==> src/rtl/pk_link.sv <==
// ---------------------------------------------------------------------------
// pk_link -- command/status engine for the control panel serial link.
//
// Sits between a byte-level UART and the panel logic. Received command
// bytes update the data keys, function keys, rotary position and the
// auto-report enable. A status frame of N_STAT bytes is sent back on
// request, or automatically when the status vector differs from the last
// frame sent. Momentary function keys clear themselves after PULSE_TICKS
// cycles; a watchdog abandons a frame if the UART never goes busy.
//
// Ports:
//   clk_i        system clock
//   rst_i        synchronous reset, active-high
//   rx_byte_i    received byte, valid with rx_valid_i
//   rx_valid_i   one-cycle strobe, new byte received
//   tx_busy_i    UART transmitter busy
//   tx_byte_o    byte to transmit, stable while tx_send_o=1
//   tx_send_o    transmit request level
//   status_i     status bytes, byte k = status_i[8k+7:8k], byte 0 sent first
//   keys_o       data keys
//   fnkey_o      function key states
//   rotary_pos_o last rotary position
//   auto_en_o    auto-report enabled
//   tx_err_o     sticky, set when the tx watchdog abandons a frame
// ---------------------------------------------------------------------------
module pk_link #(
    parameter int                FN_N           = 12,
    parameter logic [FN_N-1:0]   MOMENTARY_MASK = 12'b1111_1111_1000,
    parameter int                PULSE_TICKS    = 20,
    parameter int                N_STAT         = 4,
    parameter int                TX_TIMEOUT     = 1000
) (
    input  logic                  clk_i,
    input  logic                  rst_i,
    input  logic [7:0]            rx_byte_i,
    input  logic                  rx_valid_i,
    input  logic                  tx_busy_i,
    output logic [7:0]            tx_byte_o,
    output logic                  tx_send_o,
    input  logic [8*N_STAT-1:0]   status_i,
    output logic [15:0]           keys_o,
    output logic [FN_N-1:0]       fnkey_o,
    output logic [3:0]            rotary_pos_o,
    output logic                  auto_en_o,
    output logic                  tx_err_o
);

    localparam int PW = (PULSE_TICKS < 1) ? 1 : $clog2(PULSE_TICKS + 1);
    localparam int WW = (TX_TIMEOUT  < 2) ? 1 : $clog2(TX_TIMEOUT + 1);
    localparam int BW = (N_STAT      < 2) ? 1 : $clog2(N_STAT);

    typedef enum logic [1:0] {
        S_IDLE,
        S_LOAD,
        S_WAIT_BUSY,
        S_WAIT_DONE
    } state_t;

    // Command fields
    logic [2:0] cmd;
    logic [3:0] fn_idx;
    logic       fn_cmd;
    logic       req_cmd;
    logic       auto_diff;

    assign cmd     = rx_byte_i[7:5];
    assign fn_idx  = rx_byte_i[4:1];
    assign fn_cmd  = rx_valid_i && (cmd == 3'b001);
    assign req_cmd = rx_valid_i && (cmd == 3'b110);

    // Registers
    logic [15:0]          keys_q;
    logic [3:0]           rotary_q;
    logic                 auto_en_q;
    logic [FN_N-1:0]      fnkey_q, fnkey_d;
    logic [PW-1:0]        pcnt_q [FN_N];
    logic [PW-1:0]        pcnt_d [FN_N];

    state_t               state_q;
    logic                 pending_q;
    logic [8*N_STAT-1:0]  shadow_q;
    logic [BW-1:0]        b_cnt_q;
    logic [WW-1:0]        wd_q;
    logic [7:0]           tx_byte_q;
    logic                 tx_send_q;
    logic                 tx_err_q;

    // Auto-report only looks while the sender is idle; the shadow register
    // doubles as the "last frame sent" reference.
    assign auto_diff = auto_en_q && (state_q == S_IDLE) && (status_i != shadow_q);

    // Data keys, rotary position and auto-report enable
    always_ff @(posedge clk_i) begin
        if (rst_i) begin
            keys_q    <= '0;
            rotary_q  <= 4'b0001;
            auto_en_q <= 1'b0;
        end else if (rx_valid_i) begin
            case (cmd)
                3'b000: if (rx_byte_i[4:1] == 4'b0000) auto_en_q <= rx_byte_i[0];
                3'b010,
                3'b011: keys_q[5:0]   <= rx_byte_i[5:0];
                3'b100: keys_q[10:6]  <= rx_byte_i[4:0];
                3'b101: keys_q[15:11] <= rx_byte_i[4:0];
                3'b111: rotary_q      <= rx_byte_i[3:0];
                default: ;
            endcase
        end
    end

    // Function keys: momentary expiry is evaluated first so that a command
    // to the same key in the same cycle overrides it. An index beyond FN_N
    // matches no loop iteration and is therefore ignored.
    always_comb begin
        fnkey_d = fnkey_q;
        for (int i = 0; i < FN_N; i++) begin
            pcnt_d[i] = pcnt_q[i];
            if (MOMENTARY_MASK[i] && (pcnt_q[i] != '0)) begin
                if (pcnt_q[i] == PW'(1)) begin
                    fnkey_d[i] = 1'b0;
                    pcnt_d[i]  = '0;
                end else begin
                    pcnt_d[i] = pcnt_q[i] - PW'(1);
                end
            end
            if (fn_cmd && (fn_idx == 4'(i))) begin
                fnkey_d[i] = rx_byte_i[0];
                if (MOMENTARY_MASK[i]) begin
                    pcnt_d[i] = rx_byte_i[0] ? PW'(PULSE_TICKS) : '0;
                end
            end
        end
    end

    always_ff @(posedge clk_i) begin
        if (rst_i) begin
            fnkey_q <= '0;
            for (int i = 0; i < FN_N; i++) pcnt_q[i] <= '0;
        end else begin
            fnkey_q <= fnkey_d;
            for (int i = 0; i < FN_N; i++) pcnt_q[i] <= pcnt_d[i];
        end
    end

    // Sender FSM. Pending is set by a request or an auto-report difference;
    // starting a frame clears it unless a new request arrives in that same
    // cycle, which keeps the one-deep request queue lossless.
    always_ff @(posedge clk_i) begin
        if (rst_i) begin
            state_q   <= S_IDLE;
            pending_q <= 1'b0;
            shadow_q  <= '0;
            b_cnt_q   <= '0;
            wd_q      <= '0;
            tx_byte_q <= '0;
            tx_send_q <= 1'b0;
            tx_err_q  <= 1'b0;
        end else begin
            if (req_cmd || auto_diff) pending_q <= 1'b1;
            case (state_q)
                S_IDLE: begin
                    if (pending_q && !tx_busy_i) begin
                        shadow_q  <= status_i;
                        b_cnt_q   <= '0;
                        pending_q <= req_cmd;
                        state_q   <= S_LOAD;
                    end
                end
                S_LOAD: begin
                    tx_byte_q <= shadow_q[8*b_cnt_q +: 8];
                    tx_send_q <= 1'b1;
                    wd_q      <= '0;
                    state_q   <= S_WAIT_BUSY;
                end
                S_WAIT_BUSY: begin
                    if (tx_busy_i) begin
                        tx_send_q <= 1'b0;
                        state_q   <= S_WAIT_DONE;
                    end else if (wd_q == WW'(TX_TIMEOUT - 1)) begin
                        tx_send_q <= 1'b0;
                        tx_err_q  <= 1'b1;
                        state_q   <= S_IDLE;
                    end else begin
                        wd_q <= wd_q + WW'(1);
                    end
                end
                S_WAIT_DONE: begin
                    if (!tx_busy_i) begin
                        if (b_cnt_q == BW'(N_STAT - 1)) begin
                            state_q <= S_IDLE;
                        end else begin
                            b_cnt_q <= b_cnt_q + BW'(1);
                            state_q <= S_LOAD;
                        end
                    end
                end
                default: state_q <= S_IDLE;
            endcase
        end
    end

    assign keys_o       = keys_q;
    assign fnkey_o      = fnkey_q;
    assign rotary_pos_o = rotary_q;
    assign auto_en_o    = auto_en_q;
    assign tx_byte_o    = tx_byte_q;
    assign tx_send_o    = tx_send_q;
    assign tx_err_o     = tx_err_q;

endmodule
==> config.mk <==
export PLATFORM = sky130hd
export DESIGN_NAME = pk_link
export DESIGN_NICKNAME = d
export VERILOG_FILES = /design/src/rtl/pk_link.sv
export SDC_FILE = /design/constraint.sdc
export NUM_CORES = 1
export LEC_CHECK = 0
export CAP_MARGIN = 5
export CORE_UTILIZATION = 66
export CTS_BUF_LIST = sky130_fd_sc_hd__clkbuf_4
export DETAILED_ROUTE_END_ITERATION = 6
export DONT_BUFFER_PORTS = 1
export GPL_ROUTABILITY_DRIVEN = 0
export PLACE_DENSITY = 0.78
export SLEW_MARGIN = 20
export SYNTH_ARGS = -nofsm -noshare
export SYNTH_HDL_FRONTEND = slang
export SYNTH_SLANG_ARGS = --single-unit
==> constraint.sdc <==
create_clock -name clk_i -period 2.25 [get_ports clk_i]
set_input_delay 0.225 -clock clk_i [delete_from_list [all_inputs] [get_ports clk_i]]
set_output_delay 0.225 -clock clk_i [all_outputs]
set_load 0.01 [all_outputs]
Word-level counts from Yosys, hierarchy flattened. Memories as Yosys holds them, arrays and structs flattened. Cells that the tools add are included.

$add $sub $neg: 11. Eq/ne operators: 40. Shifts and indexed selects: 1. Mux-type cells: 89. Bitwise gates (word level): 13. Reduce and logical (&&, ||, !) cells: 73.

Operators with widths (number): $mux W5 (40); $eq A5 B1 Y1 const B (9); $reduce_bool A5 Y1 (9); $sub A5 B1 Y5 const B (9); $reduce_bool A2 Y1 (20); $mux W1 (36); $ne A32 B32 Y1 (1); $reduce_and A2 Y1 (16); $shiftx A32 B6 Y8 (1); $mux W10 (2); $pmux W10 S2 (1); $logic_and A1 B1 Y1 (17); $eq A4 B3 Y1 const B (4); $eq A4 B4 Y1 const B (4); $mux W2 (7); $eq A3 B3 Y1 const B (4); $or A1 B1 Y1 (12); $reduce_and A3 Y1 (4); $add A10 B1 Y10 const B (1); $eq A10 B10 Y1 const B (1); $eq A4 B2 Y1 const B (2); $ne A2 B2 Y1 const B (4); $pmux W2 S4 (1); $eq A2 B2 Y1 const B (3); 18 further kinds (19).

Bits in registers: 90. Bits in writable memories: 60. Input port bits: 44. Output and inout bits: 43. Logic and storage cells: 253. Memories: 1.

Memory list: pcnt_q (depth 12, bits a word 5, read ports 9, clocked after Yosys merged registers in 0, write ports 12, RTL line 76) `logic [PW-1:0] pcnt_q [FN_N];`.

Logic depth before layout (Yosys ltp). Gate-level depths: netlist (run 1).

Depth in word-level cells: 7. Gate-level depth with buffers: 7. Depth with buffers taken out: 6.

Least setup slack after synthesis (run 1). No wires, ideal clock.

Path type: input to register. Start: input rx_byte_i[2]. End: memory pcnt_q[0][25] (netlist name), enable pin. Setup time: 318 ps. Data arrival time: 1391 ps. Data required time: 1932 ps. Path slack: 541 ps. Stages: 4. Buffers on the path: 0. Cell sequence: or4b_1 -> nor2_1 -> a21oi_1 -> nand3_1.

RTL lines: start: declaration (RTL line 35) `input logic [7:0] rx_byte_i,`; end: declaration (RTL line 76).

==> results of run 1 <==
-- critical path: cells and delay by family, from the launching register on --
kind	cells	cell delay, ns
adder cells (fa/ha/maj)	1	0.25
AND/OR/NAND/NOR	1	0.12
AO/OA/AOI/OAI	2	0.48
flip-flops	1	0.42
buffers and inverters	2	0.62
-- layer usage --
| layer | routed length (microns) | track usage |
|---|---|---|
| met3 | 1310 | 0.108 |
| met1 | 6130 | 0.385 |
| met2 | 7880 | 0.555 |
| met4 | 558 | 0.158 |
| met5 | 0 | 0 |
-- worst max path at each step --
stage	end	slack [ns]
final	pcnt_q[0][47]	0.31
after global placement	pcnt_q[0][22]	0.42
after global routing	pcnt_q[0][47]	0.11
after CTS	pcnt_q[0][47]	0.35
after floorplan	pcnt_q[0][25]	0.54
after detailed placement	pcnt_q[0][20]	0.38
-- cells by family after synthesis --
| kind of cell | synth area share |
|---|---|
| buf+inv | 0.0279 |
| xor+xnor | 0.0799 |
| fa+ha+maj | 0.0503 |
| compound gates | 0.0997 |
| flops | 0.464 |
| simple gates | 0.216 |
| mux | 0.0623 |
-- registers in the layout (all words and copies together), names as in the netlist, 2 cells and up --
register / count
b_cnt_q: 2
fnkey_o: 12
keys_o: 16
pcnt_q: 45
rotary_pos_o: 4
shadow_q: 32
state_q: 2
tx_byte_o: 8
wd_q: 10
-- cell usage in the layout, fill, tap and decap left out, types with 22 or more instances in the layout --
cell,count
xor2_1,44
dfxtp_1,105
dlygate4sd3_1,44
nor2_1,82
nand2_1,136
o21ai_0,24
nor3_1,22
edfxtp_1,30
ha_1,26
a21oi_1,66
-- per-stage QoR --
step | hold slack (ns) | instance area, sq um
6_report | 0.0419 | 7350
5_1_grt | 0.0143 | 7350
4_1_cts | 0.00489 | 7320
3_5_place_dp | 0.306 | 6630
3_3_place_gp | 0.301 | 6630
2_1_floorplan | 0.361 | 6470
-- power breakdown --
part / internal, mW / switching (mW)
logic: 0.774 / 1.01
registers: 2.92 / 0.304
clock network: 0.549 / 0.936
total: 4.25 / 2.25
-- cell type report --
cell class	instances	area share
well taps	129	0.0220
flip-flops and latches	135	0.408
repair buffers	58	0.0769
clock inverters	15	0.0177
multi-input cells	539	0.447
clock buffers	17	0.0174
inverters	20	0.0102
==> flow_metrics.env, run 1 <==
export IMPL_start_kind="flop"
export IMPL_finalClockSkew_ns=0.0228
export IMPL_grt_pass1_vias=5262
export IMPL_drt_iter0_markers=263
export IMPL_maxSlewViolCount=0
export IMPL_crit_start="pcnt_q[0][45]"
export IMPL_rsz0062_at_grt="false"
export IMPL_drv_cap=0
export IMPL_fin_util=0.785
export IMPL_drive_above_1_share=0.0791
export IMPL_chipHeight_microns=101
export IMPL_r2r_cells=6
export IMPL_post_cts_setup_buffer_count=0
export IMPL_min_path_type="input port to flop"
export IMPL_dieArea_sq_um=10200
export IMPL_design_power_total_mw=6.50
export IMPL_maxSlewHeadroom=0.593
export IMPL_slowest_stage="dlygate4sd3_1"
export IMPL_rows=35
export IMPL_pin_count=87
export IMPL_finalSetupTns_ns=0
export IMPL_cts_root_buf="clkbuf_4"
export IMPL_area_delta_synth_final_pct=13.7
export IMPL_setup_slack_ns=0.308
export IMPL_synthCells=722
export IMPL_vias_per_cell=5.95
export IMPL_worstPathRequired_ns=2.75
export IMPL_dr_pass1_iters=7
export IMPL_postSynthAreaPerCell_sq_um=8.96
export IMPL_yosysMostFrequentCell="nand2_1"
export IMPL_worst_hold_path_endpoint="pcnt_q[0][41]"
export IMPL_tightestPinTransition_ns=0.610
export IMPL_r2r_start="pcnt_q[0][45]"
export IMPL_clkSlewWorstSetupHoldPaths_ns=0.13
export IMPL_synth_edff_count=30
export IMPL_grt_ovfl_total=0
export IMPL_cts_buffers=17
export IMPL_multi_input_area_sq_um=3290
export IMPL_end_kind="flop"
export IMPL_wl_per_cell_microns=17.4
export IMPL_leakagePower_nw=2.90
export IMPL_cts_max_level=4
export IMPL_hold_viol_final=0
export IMPL_fp_dieW_microns=101
export IMPL_yosysWarningCount=0
export IMPL_coreArea_sq_um=9370
export IMPL_r2r_end="pcnt_q[0][47]"
export IMPL_ys_ff_latch=135
export IMPL_fmax_ghz=0.515
export IMPL_cts_tree="done"
export IMPL_cts_resized_gates=0
export IMPL_synth_seq_area_share=0.464
export IMPL_fin_cells=913
export IMPL_clock_sinks=135
export IMPL_setup_violations=0
export IMPL_rrSetupSlack_ns=0.31
export IMPL_status="finished clean"
export IMPL_grtUsageTotal=0.332
export IMPL_synthDistinctLibCells=48
export IMPL_p_per_area_nw_per_um2=884
export IMPL_wl_microns=15900
export IMPL_grt_pass1_wl_microns=25600
export IMPL_synthTopCellsByCount="nand2_1, dfxtp_1, nor2_1"
export IMPL_place_detailed_hpwl_microns=9940
export IMPL_crit_arrival_ns=2.45
export IMPL_area_sequential_sq_um=3000
export IMPL_synth_area_leader_cell="dfxtp_1"
export IMPL_clockBufferDepth=2
export IMPL_synth_area_top_cells="dfxtp_1, edfxtp_1, nand2_1"
export IMPL_place_ws_ns=0.380
export IMPL_antenna_found_initial=0
export IMPL_syn_cell_area_sq_um=6470
export IMPL_start_util=0.690
export IMPL_port_buffers=0
export IMPL_n_fill_cell=641
export IMPL_syn_num_nets=792
export IMPL_ant_nets=0
export IMPL_final_nets=841
export IMPL_fin_crit_sh=0.863
export IMPL_post_route_min_period_ns=1.94
export IMPL_hold_start="rst_i"
export IMPL_dr_total_vias=5436
export IMPL_cpPeakStageDelay_ns=0.56
export IMPL_worst_hold_path_num_cells=3
export IMPL_worstSetupPathType="flop to flop"
export IMPL_n_antenna_cell=0
export IMPL_drc=0
export IMPL_worstPathCellList="inv_1 > ha_1 > o21ai_0 > nand3_1 > a21oi_1 > dlygate4sd3_1"
export IMPL_dp_cells=836
export IMPL_synth_flop_cell="dfxtp_1"
export IMPL_clkLatencyLatePin_ns=0.55
export IMPL_postCtsHoldBufs=42
export IMPL_synthArstFlopShare=0
export IMPL_yosysTopAreaCellShare=0.325
export IMPL_path_max_fanout=5
export IMPL_grt_max_degree=97
export IMPL_ir_drop_mv=0.864
Note: power is estimated with default switching activity, not from simulation.
==> run 2, diff against run 1 <==
--- a/config.mk
+++ b/config.mk
@@ -6,10 +6,9 @@
 export NUM_CORES = 1
 export LEC_CHECK = 0
 export CAP_MARGIN = 5
-export CORE_UTILIZATION = 66
+export CORE_UTILIZATION = 57
 export CTS_BUF_LIST = sky130_fd_sc_hd__clkbuf_4
 export DETAILED_ROUTE_END_ITERATION = 6
-export DONT_BUFFER_PORTS = 1
 export GPL_ROUTABILITY_DRIVEN = 0
 export PLACE_DENSITY = 0.78
 export SLEW_MARGIN = 20
==> flow_metrics.env, run 2 (synthesized netlist as in run 1, its figures left out) <==
export IMPL_hold_viol_final=0
export IMPL_chipHeight_microns=109
export IMPL_crit_arrival_ns=2.25
export IMPL_clkSlewWorstSetupHoldPaths_ns=0.11
export IMPL_clock_sinks=135
export IMPL_cts_max_level=4
export IMPL_grt_ovfl_total=0
export IMPL_ir_drop_mv=0.832
export IMPL_worstPathRequired_ns=2.72
export IMPL_clockBufferDepth=2
export IMPL_p_per_area_nw_per_um2=842
export IMPL_maxSlewViolCount=0
export IMPL_rows=38
export IMPL_dieArea_sq_um=11800
export IMPL_post_cts_setup_buffer_count=0
export IMPL_dr_pass1_iters=5
export IMPL_port_buffers=86
export IMPL_largest_register="pcnt_q"
export IMPL_fp_dieW_microns=109
export IMPL_drive_above_1_share=0.0857
export IMPL_area_sequential_sq_um=3000
export IMPL_final_nets=897
export IMPL_grt_pass1_wl_microns=24100
export IMPL_hold_slack_ns=0.110
export IMPL_n_antenna_cell=0
export IMPL_cts_buffers=17
export IMPL_n_fill_cell=851
export IMPL_wl_microns=14700
export IMPL_cts_root_buf="clkbuf_4"
export IMPL_maxSlewHeadroom=0.536
export IMPL_r2r_cells=6
export IMPL_place_ws_ns=-0.0343
export IMPL_area_delta_synth_final_pct=22.0
export IMPL_cts_resized_gates=0
export IMPL_clkLatencyLatePin_ns=0.54
export IMPL_rsz0062_at_grt="false"
export IMPL_grt_pass1_vias=5363
export IMPL_worstSetupPathType="flop to flop"
export IMPL_final_common_cell="nand2_1"
export IMPL_status="finished clean"
export IMPL_worst_hold_path_num_cells=2
export IMPL_stdcell_area_sq_um=7890
export IMPL_antenna_found_initial=0
export IMPL_design_power_total_mw=6.64
export IMPL_post_route_min_period_ns=1.78
export IMPL_grtUsageTotal=0.264
export IMPL_dpl_cell_area_sq_um=7610
export IMPL_start_util=0.591
export IMPL_setup_slack_ns=0.467
export IMPL_leakagePower_nw=3.10
export IMPL_cts_tree="done"
export IMPL_coreArea_sq_um=10900
export IMPL_tightestPinTransition_ns=0.695
export IMPL_fin_cells=980
export IMPL_fin_util=0.721
export IMPL_path_max_fanout=9
export IMPL_fmax_ghz=0.561
export IMPL_largest_reg_flops=45
export IMPL_finalSetupTns_ns=0
export IMPL_dp_cells=948
export IMPL_start_kind="flop"
export IMPL_vias_per_cell=5.54
export IMPL_dr_total_vias=5429
export IMPL_layout_common_cells="nand2_1, dfxtp_1, clkdlybuf4s50_1"
export IMPL_min_path_type="input port to flop"
export IMPL_postCtsHoldBufs=0
export IMPL_end_kind="flop"
export IMPL_drc=0
export IMPL_wl_per_cell_microns=15.0
export IMPL_pin_count=87
export IMPL_fin_crit_sh=0.792
export IMPL_ant_nets=0
export IMPL_multi_input_area_sq_um=3290
export IMPL_finalClockSkew_ns=0.0163
export IMPL_setup_violations=0
export IMPL_drv_cap=0
export IMPL_place_detailed_hpwl_microns=10900
export IMPL_grt_max_degree=39
export IMPL_drt_iter0_markers=310
run 2: cell count changes in the layout (fill, tap and decap cells not counted):
cell,change
clkinv_2,-1
clkinv_4,-5
clkdlybuf4s50_1,+85
dlygate4sd3_1,-44
buf_2,+1
inv_6,-1
buf_4,+15
clkinv_1,+5
inv_4,-1
clkbuf_4,+2
clkinvlp_4,-1
buf_16,-1
bufinv_16,+2
run 2: area by class of cell:
class | instances | area share
Clock buffer | 19 | 0.0181
Clock inverter | 13 | 0.0174
Inverter | 20 | 0.00952
Multi-Input combinational cell | 539 | 0.417
Sequential cell | 135 | 0.381
Tap cell | 140 | 0.0222
Timing Repair Buffer | 114 | 0.135
run 2: final timing paths:
check                             startpoint           end  slack, ns
worst max-delay path                 wd_q[0]       wd_q[7]       0.47
worst min-delay path                   rst_i     keys_o[7]       0.11
worst max register to register       wd_q[0]       wd_q[7]       0.47
worst min register to register  tx_byte_o[0]  tx_byte_o[0]       0.46
run 2: power by group:
group	leakage, nW	internal [mW]	switching [mW]	total (mW)
registers	1.19	2.92	0.295	3.22
logic	1.75	0.804	1.01	1.81
clock network	0.157	0.771	0.842	1.61
total	3.10	4.50	2.14	6.64
run 2: critical path, stage by stage (launching register included):
cell	delay [ns]
dfxtp_1	0.36
ha_1	0.25
and4bb_2	0.27
a31oi_4	0.31
nand2_2	0.10
or3_1	0.31
a21oi_1	0.14
run 2: layer usage:
layer	GRT usage	part of all wire	vias up	routed length, microns
met5	0	0	-	0
met4	0.128	0.029	0	430
met3	0.0603	0.044	36	650
met2	0.453	0.50	143	7300
met1	0.310	0.43	2562	6340
li1	-	-	2688	-
==> run 3, diff against run 2 <==
==> constraint.sdc (replaced) <==
create_clock -name clk_i -period 1.8 [get_ports clk_i]
set_input_delay 0.18 -clock clk_i [delete_from_list [all_inputs] [get_ports clk_i]]
set_output_delay 0.18 -clock clk_i [all_outputs]
set_load 0.01 [all_outputs]
==> flow_metrics.env, run 3 (synthesized netlist as in run 1, its figures left out) <==
export IMPL_path_max_fanout=6
export IMPL_fmax_ghz=0.581
export IMPL_ir_drop_mv=0.877
export IMPL_area_delta_synth_final_pct=23.2
export IMPL_antenna_found_initial=0
export IMPL_power_share_switching=0.331
export IMPL_drv_cap=0
export IMPL_layout_common_cells="nand2_1, dfxtp_1, clkdlybuf4s50_1"
export IMPL_pin_count=87
export IMPL_cts_resized_gates=0
export IMPL_fin_cells=989
export IMPL_met2_length_microns=7730
export IMPL_clock_sinks=135
export IMPL_finalSetupTns_ns=0
export IMPL_drc=0
export IMPL_n_antenna_cell=0
export IMPL_hold_viol_final=0
export IMPL_wl_microns=15000
export IMPL_fin_crit_sh=0.956
export IMPL_maxSlewViolCount=0
export IMPL_leakagePower_nw=3.15
export IMPL_grtUsageTotal=0.270
export IMPL_postCtsHoldBufs=0
export IMPL_clockBufferDepth=2
export IMPL_largest_reg_flops=45
export IMPL_grt_max_degree=34
export IMPL_final_common_cell="nand2_1"
export IMPL_setup_violations=0
export IMPL_coreArea_sq_um=10900
export IMPL_min_path_type="input port to flop"
export IMPL_cts_buffers=17
export IMPL_crit_start="wd_q[0]"
export IMPL_cts_max_level=4
export IMPL_rows=38
export IMPL_r2r_start="wd_q[0]"
export IMPL_wl_met3_microns=720
export IMPL_fin_util=0.728
export IMPL_power_switching_mw=2.74
export IMPL_dr_pass1_iters=5
export IMPL_internal_power_mw=5.54
export IMPL_drive_above_1_share=0.101
export IMPL_ant_nets=0
export IMPL_worstPathRequired_ns=2.26
export IMPL_hold_slack_ns=0.0993
export IMPL_status="finished clean"
export IMPL_worstSetupPathType="flop to flop"
export IMPL_place_detailed_hpwl_microns=11200
export IMPL_drt_iter0_markers=372
export IMPL_dr_total_vias=5497
export IMPL_clkPwrFrac=0.233
export IMPL_grt_ovfl_total=0
export IMPL_p_seq_frac=0.487
export IMPL_end_kind="flop"
export IMPL_share_comb_of_total_power=0.279
export IMPL_vias_per_cell=5.56
export IMPL_path_buf_inv=0
export IMPL_cts_tree="done"
export IMPL_largest_register="pcnt_q"
export IMPL_post_cts_setup_buffer_count=0
export IMPL_port_buffers=86
export IMPL_wl_met1_microns=6310
export IMPL_fp_dieW_microns=109
export IMPL_maxSlewHeadroom=0.654
export IMPL_worstPathCellList="ha_1 > and4bb_2 > a31oi_4 > nand2_2 > or3_1 > a21oi_1"
export IMPL_p_per_area_nw_per_um2=1040
export IMPL_start_util=0.591
export IMPL_clkSlewWorstSetupHoldPaths_ns=0.12
export IMPL_clkLatencyLatePin_ns=0.53
export IMPL_dieArea_sq_um=11800
export IMPL_crit_arrival_ns=2.18
export IMPL_top_layer_used="met4"
export IMPL_slowest_stage="dfxtp_1"
export IMPL_cpPeakStageDelay_ns=0.37
export IMPL_rsz0062_at_grt="false"
export IMPL_cts_root_buf="clkbuf_4"
export IMPL_final_nets=906
export IMPL_wl_per_cell_microns=15.1
export IMPL_hold_start="rst_i"
export IMPL_critical_path_top_delay_family="simple AND/OR/NAND/NOR gates"
export IMPL_tightestPinTransition_ns=0.519
export IMPL_finalClockSkew_ns=0.0153
export IMPL_grt_pass1_vias=5329
export IMPL_dp_cells=957
export IMPL_post_route_min_period_ns=1.72
export IMPL_grt_pass1_wl_microns=24600
export IMPL_start_kind="flop"
export IMPL_chipHeight_microns=109
## run 3: cell count changes in the layout (fill, tap and decap cells not counted), sizes merged
| cell | delta |
|---|---|
| buf | +9 |
| bufinv | -1 |
| clkbuf | +2 |
| clkinv | -4 |
| clkinvlp | +1 |
| inv | +2 |
## run 3: path summary, 6_finish.rpt
| kind | to | slack [ns] | depth (start not counted) |
|---|---|---|---|
| max | wd_q[7] | 0.08 | 6 |
| min | fnkey_o[2] | 0.1 | 2 |
| max reg2reg | wd_q[7] | 0.08 | 6 |
| min reg2reg | tx_byte_o[5] | 0.46 | 2 |
## run 3: layer usage
metal	GRT usage	vias to the layer above
met5	0	-
met4	0.0724	0
met3	0.0699	23
met2	0.478	157
met1	0.322	2608
li1	-	2709
## run 3: power groups by stage
stage	clock (mW)	sequential, mW	combinational (mW)
floorplan	0	4.00	1.68
global placement	0	4.05	2.11
detailed placement	0	4.09	2.29
CTS	1.96	4.03	2.32
global route	2.09	4.09	2.62
finish	1.93	4.03	2.31
## run 3: area by class of cell
| class | count | area [sq um] |
|---|---|---|
| clock buffer | 21 | 158 |
| clock inverter | 11 | 106 |
| fill | 825 | 2970 |
| inverter | 20 | 75.1 |
| multi-input combinational | 539 | 3290 |
| sequential | 135 | 3000 |
| tap | 140 | 175 |
| timing repair buffer | 123 | 1160 |
## run 3: worst register-to-register path, stage by stage (launching register included)
cell,delay [ns]
dfxtp_1,0.37
ha_1,0.25
and4bb_2,0.26
a31oi_4,0.26
nand2_2,0.08
or3_1,0.31
a21oi_1,0.13
## run 3: through the flow
step | area (sq um) | total power, mW | setup slack [ns]
after detailed placement | 7700 | 6.39 | -0.340
after CTS | 7970 | 8.31 | 0.0671
after global placement | 7700 | 6.17 | -0.274
after floorplan | 6470 | 5.68 | 0.136
after global routing | 7970 | 8.80 | 0.00358
final | 7970 | 8.27 | 0.0791
